<file path="src/rtl/memory_arbiter.sv">
// Two-requester round-robin arbiter with an A-side lock, in front of one memory port.
// Define ARBITER_TIMEOUT_EN to build the BUSY-state watchdog and error pulse.
module memory_arbiter #(
  parameter int ADDR_WIDTH     = 32,
  parameter int DATA_WIDTH     = 32,
  parameter int TIMEOUT_CYCLES = 16
) (
  input  logic                  clk,
  input  logic                  reset,
  input  logic                  a_read,
  input  logic                  a_write,
  input  logic [ADDR_WIDTH-1:0] a_address,
  input  logic [DATA_WIDTH-1:0] a_write_data,
  output logic [DATA_WIDTH-1:0] a_read_data,
  output logic                  a_response,
  input  logic                  a_lock,
  input  logic                  b_read,
  input  logic                  b_write,
  input  logic [ADDR_WIDTH-1:0] b_address,
  input  logic [DATA_WIDTH-1:0] b_write_data,
  output logic [DATA_WIDTH-1:0] b_read_data,
  output logic                  b_response,
  output logic                  mem_read,
  output logic                  mem_write,
  output logic [ADDR_WIDTH-1:0] mem_address,
  output logic [DATA_WIDTH-1:0] mem_write_data,
  input  logic [DATA_WIDTH-1:0] mem_read_data,
  input  logic                  mem_response,
  output logic                  error
);

  typedef enum logic [2:0] {
    IDLE,
    BUSY_A,
    BUSY_B,
    RESP_A,
    RESP_B
  } state_t;

  state_t                state;
  state_t                next;
  logic                  last_b;
  logic                  last_b_nx;
  logic                  a_req;
  logic                  b_req;
  logic                  done;
  logic                  timeout;
  logic                  cap_write;
  logic [DATA_WIDTH-1:0] cap_data;

  assign a_req = a_read | a_write;
  assign b_req = b_read | b_write;
  assign done  = mem_response | timeout;

  assign a_response = (state == RESP_A);
  assign b_response = (state == RESP_B);

  // Writes (including read+write) return zero; a watchdog expiry returns a marker.
  assign cap_data = timeout   ? DATA_WIDTH'(32'hDEADBEEF) :
                    cap_write ? '0 : mem_read_data;

  always_comb begin
    next           = state;
    last_b_nx      = last_b;
    mem_read       = 1'b0;
    mem_write      = 1'b0;
    mem_address    = '0;
    mem_write_data = '0;
    cap_write      = 1'b0;
    unique case (state)
      IDLE: begin
        if (a_req && (!b_req || a_lock || last_b)) begin
          next      = BUSY_A;
          last_b_nx = 1'b0;
        end else if (b_req && !a_lock) begin
          next      = BUSY_B;
          last_b_nx = 1'b1;
        end
      end
      BUSY_A: begin
        mem_read       = a_read & ~a_write;
        mem_write      = a_write;
        mem_address    = a_address;
        mem_write_data = a_write_data;
        cap_write      = a_write;
        if (done) next = RESP_A;
      end
      BUSY_B: begin
        mem_read       = b_read & ~b_write;
        mem_write      = b_write;
        mem_address    = b_address;
        mem_write_data = b_write_data;
        cap_write      = b_write;
        if (done) next = RESP_B;
      end
      default: next = IDLE;
    endcase
  end

  always_ff @(posedge clk or negedge reset) begin
    if (!reset) begin
      state       <= IDLE;
      last_b      <= 1'b1;
      a_read_data <= '0;
      b_read_data <= '0;
    end else begin
      state  <= next;
      last_b <= last_b_nx;
      if (state == BUSY_A && done) a_read_data <= cap_data;
      if (state == BUSY_B && done) b_read_data <= cap_data;
    end
  end

`ifdef ARBITER_TIMEOUT_EN
  localparam int CW = $clog2(TIMEOUT_CYCLES + 1);

  logic [CW-1:0] count;
  logic          busy;
  logic          err_q;

  assign busy    = (state == BUSY_A) || (state == BUSY_B);
  // A same-cycle mem_response beats the watchdog.
  assign timeout = busy && !mem_response &&
                   (count == CW'(TIMEOUT_CYCLES - 1));
  assign error   = err_q;

  always_ff @(posedge clk or negedge reset) begin
    if (!reset) begin
      count <= '0;
      err_q <= 1'b0;
    end else begin
      count <= busy ? count + 1'b1 : '0;
      err_q <= timeout;
    end
  end
`else
  // No watchdog in this build: BUSY waits for mem_response indefinitely.
  assign timeout = 1'b0 & (TIMEOUT_CYCLES > 0);
  assign error   = 1'b0;
`endif

endmodule

</file>
<file path="config.mk">
export PLATFORM = sky130hd
export DESIGN_NAME = memory_arbiter
export DESIGN_NICKNAME = d
export VERILOG_FILES = /design/src/rtl/memory_arbiter.sv
export SDC_FILE = /design/constraint.sdc
export NUM_CORES = 1
export LEC_CHECK = 0
export CORE_AREA = 2 2 117 119
export DETAILED_ROUTE_END_ITERATION = 8
export DIE_AREA = 0 0 119 121
export PLACE_DENSITY = 0.68
export SLEW_MARGIN = 0
export SYNTH_ARGS = -nofsm -noshare
export SYNTH_HDL_FRONTEND = slang
export SYNTH_SLANG_ARGS = --single-unit
</file>
<file path="constraint.sdc">
create_clock -name clk -period 2.2 [get_ports clk]
set_clock_uncertainty 0.15 [all_clocks]
set_input_delay 0.44 -clock clk [delete_from_list [all_inputs] [get_ports clk]]
set_output_delay 0.44 -clock clk [all_outputs]
set_load 0.1 [all_outputs]
</file>
# Yosys cells after proc, flatten, opt, wreduce, memory -nomap -nowiden
# Index checks and enable logic that the tools add are counted.
# op_classes
eq_ne,7
muxes,12
bitwise,6
reduce_logical,12
# op_table
operator,count
one-hot mux 32 bit (2 select lines),2
two-way mux 32 bit,1
two-way mux 3 bit,4
one-hot mux 3 bit (3 select lines),1
"equality test 3 x 2 -> 1 bit, second input constant",2
logical AND 1 bit,4
"inequality test 2 bit, second input constant",2
one-hot mux 1 bit (2 select lines),2
"equality test 3 x 1 -> 1 bit, second input constant",1
"equality test 3 bit, second input constant",1
logical NOT 3 bit,1
"inequality test 3 bit, second input constant",1
AND reduction 3 bit,1
AND 1 bit,2
logical NOT 1 bit,2
logical OR 1 bit,2
two-way mux 1 bit,2
inverter 1 bit,2
bitwise OR 1 bit,2
AND reduction 2 bit,1
nonzero test 2 bit,1
# totals
ff_bits,68
in_bits,168

# Depth between registers and ports, before layout
# logic_depth
ltp_word,7
mapped_depth,5

# Worst setup path after synthesis
# No wires, ideal clock.
# synth_path
path_type,register to output
from,register state[0]
to,output b_response
arrival_ps,2675
required_time_ps,1610
slack_ps,-1065
path_stages_with_launch,2
path_buffers,0
path_cell_list,dfrtp_1 nor3b_1
# synth_between
elab_chain_cells,1
# synth_rtl
item,line,text
start: declaration,40,state_t state;
start signal: assignment,107,state <= next;
equality test 3 bit,56,assign b_response = (state == RESP_B);
end: declaration,22,"output logic b_response,"
# Every way passes these cells.

# Final worst setup path
# layout_path
from,register state[0]
to,output mem_address[8]
# layout_between
elab_chain_cells,2
elab_cells_between_ends,3
# layout_rtl
item,line,text
equality test 3 x 2 -> 1 bit or equality test 3 x 1 -> 1 bit (tied branches),70,unique case (state)
one-hot mux 32 bit (2 select lines) (*),70,
end: declaration,25,"output logic [ADDR_WIDTH-1:0] mem_address,"
# Every way passes the cells marked *; elsewhere a longest branch is shown, timed or not.

==> summary.txt <==
Outcome
  • Status: finished, violations left
  • Violated checks: setup timing

Logic synthesis
  • Synth Flop Type: dfrtp_1
  • Biggest area consumer among synthesized cells: dfrtp_1
  • Synth cell types: 26
  • Ys async rst share: 1.00
  • Seq/Total Area, Yosys: 0.476
  • Number of flops mapped to enable cells by yosys: 0
  • Synth Cell Area: around 0.0036 mm^2
  • Yosys reg bits: 68
  • Synth area leaders: dfrtp_1, a22o_1, nand2b_1, o21ai_0, nand2_1
  • Synthesized Nets: 550
  • Post-Syn Instances: approximately 380
  • Syn. warnings: 0
  • Syn avg cell area: approximately 9.4 um^2
  • Share of the synthesized area in the top cell type: 0.468

Global routing
  • Antenna violations before repair: 0
  • Largest net degree at the start of global routing: 69
  • First-pass GRT wire length: roughly 27 mm
  • Overflow after GRT: 0
  • Number of global-route vias before repair: between 4000 and 5000
  • All-layer global routing usage: 0.257

Setup path
  • Reg2reg start: state[0]
  • FF-to-FF End: b_read_data[23]
  • Crit. End Element: primary output
  • Crit path launch: state[0]
  • Data arrival, critical path: about 1800 ps
  • Worst setup path endpoint: mem_address[8]
  • Reg-to-reg slack, setup: around 400 ps
  • Critical path required time: 1610 ps
  • Critical path peak fanout: 5
  • R2R cell count: 6
  • Crit start category: flop
  • Crit path kind: flop to primary output

Drt
  • Number of remaining DRC errors: 0
  • DRT Pass-1 Iters: 4
  • Wirelength per Cell: approximately 23 um
  • DR iter-0 viols: 290
  • Routed vias: about 4200
  • Final wirelength: between 20 and 25 mm
  • Routed Antenna Nets: 0
  • Via density: between 4 and 5

Die
  • Core area: 0.0131 mm^2
  • Initial Util: 0.274
  • DIE HEIGHT: between 100 and 150 um
  • DIE AREA: 0.0144 mm^2
  • Num rows: 42
  • Die Wd: 119 um
  • I/O pin count: between 300 and 400

STA
  • Final setup vio count: 66
  • Final worst slack: -137 ps
  • RSZ-0062 raised after global routing: true
  • Crit share post-route: 1.06
  • Final min period: 2340 ps
  • Final hold violations: 0
  • Setup TNS: -5160 ps
  • Max Slew Vio Count: 0
  • Highest Clock Rate: between 0.4 and 0.5 GHz

Placement
  • Placed insts: 834
  • Post-DP Area: ~0.0074 mm^2
  • Place WS: 4.74 ps
  • IO buf count: ~300
  • Placer Congestion: 0.831
  • DP Wirelength: between 10 and 15 mm

Clock tree
  • Total CTS buffers: 9
  • # H-tree levels: 3
  • CTS sink cnt: roughly 70
  • Clk_lat worst skew: between 300 and 400 ps
  • Maximum root-to-sink buffer count: 2
  • TritonCTS clock tree: done
  • CTS clk-pin slew, worst paths: 50 ps
  • Root Buffer: clkbuf_16

Layout
  • Fillers: 985
  • Share of layout cells above drive strength 1: 0.371
  • Net count, final: 861
  • Area Growth Syn to Fin: 143%
  • Layout Cells excl Fill: slightly below 900
  • Finished Cell Area: between 0.008 and 0.009 mm^2
  • N_diodes: 0

Hold path
  • Hold Path Stages: 2
  • HP Class: flop to flop

Flow run
  • MaxCap Viol Count: 0
-- synthesized netlist by cell type, types with 2 or more instances --
master and number:
dfrtp_1 67, a22o_1 65, nand2_1 65, nand2b_1 65
o21ai_0 51, buf_2 14, o21ai_1 14, clkbuf_1 12
buf_4 9, nand3b_1 2, nand4bb_1 2, nor3b_2 2
-- logic make-up (layout without fill, tap and decap cells) --
group	count (synthesis)	in the layout	share of synthesized area
AND/OR/NAND/NOR	141	141	0.209
AO/OA/AOI/OAI	136	136	0.263
other	1	1	0.00105
buffers and inverters	36	352	0.0521
flip-flops	68	68	0.476
-- area by class of cell --
| cell class | instances | area (um^2) | area share |
|---|---|---|---|
| timing repair buffer | 335 | 4130 | 0.475 |
| multi-input combinational | 278 | 2280 | 0.262 |
| sequential | 68 | 1710 | 0.196 |
| clock buffer | 11 | 243 | 0.0279 |
| tap | 176 | 220 | 0.0253 |
| clock inverter | 5 | 106 | 0.0122 |
| inverter | 1 | 3.75 | 0.000432 |
-- metrics by stage --
step           hold WS, ps   util
6_report               335  0.664
5_1_grt                368  0.664
4_1_cts                336  0.635
3_5_place_dp           323  0.564
3_3_place_gp           313  0.564
2_1_floorplan        -5.59      -
-- sequential cells by signal, summed over array words and instances, names as in the netlist --
name / flops
last_b: 1
a_read_data: 32
b_read_data: 32
state: 3
-- per-layer routing --
| layer | GRT usage | vias up | part of all wire |
|---|---|---|---|
| met3 | 0.0926 | 13 | 0.086 |
| li1 | - | 1971 | - |
| met1 | 0.327 | 2071 | 0.41 |
| met5 | 0 | - | 0 |
| met4 | 0.0513 | 0 | 0.0084 |
| met2 | 0.421 | 164 | 0.49 |
-- worst min path at each step --
stage	startpoint	end	slack [ps]
2_1_floorplan	reset	a_read_data[0]	-6
3_3_place_gp	a_read_data[31]	a_read_data[31]	310
3_5_place_dp	b_read_data[23]	b_read_data[23]	320
4_1_cts	b_read_data[23]	b_read_data[23]	340
5_1_grt	a_read_data[4]	a_read_data[4]	370
6_report	b_read_data[13]	b_read_data[13]	340
-- timing repair --
| item | in CTS | in global routing |
|---|---|---|
| pin swaps | 4 | 45 |
| setup buffers | 6 | 2 |
| resized for setup | 55 | 24 |
| cloned | 7 | 8 |
| hold buffers | 1 | 0 |
| endpoints found under the hold margin | 27 | 0 |
| endpoints found under the setup margin | 66 | 66 |
-- worst max-delay path, stage by stage (launching register included) --
cell	delay (ps)
dfrtp_2	430
nor3b_4	240
buf_6	210
clkbuf_16	180
a22o_4	170
buf_12	180
-- cells in the final DEF (no fill, tap or decap) --
cell type          n
clkdlybuf4s50_1  166
buf_4             74
buf_12            72
nand2b_1          65
dfrtp_1           65
nand2_1           64
a22o_4            63
o21ai_0           51
clkbuf_16         17
o21ai_1           14
buf_16             7
buf_6              6
nor3b_4            3
bufinv_16          3
a22o_2             2
nand3b_1           2
nand4bb_2          2
dfrtp_2            2
nand2_2            1
and3b_1            1
nor2b_1            1
o21ba_2            1
a211oi_1           1
a2111oi_0          1
or2_2              1
nor3_1             1
a31o_1             1
inv_1              1
a21oi_1            1
a31oi_1            1
conb_1             1
clkbuf_8           1
clkinvlp_4         1
inv_6              1
clkbuf_1           1
dlygate4sd3_1      1
buf_2              1
dfstp_2            1
Power is not shown: default switching activity piles up to over one toggle a cycle in this logic, so the estimate is an artifact.
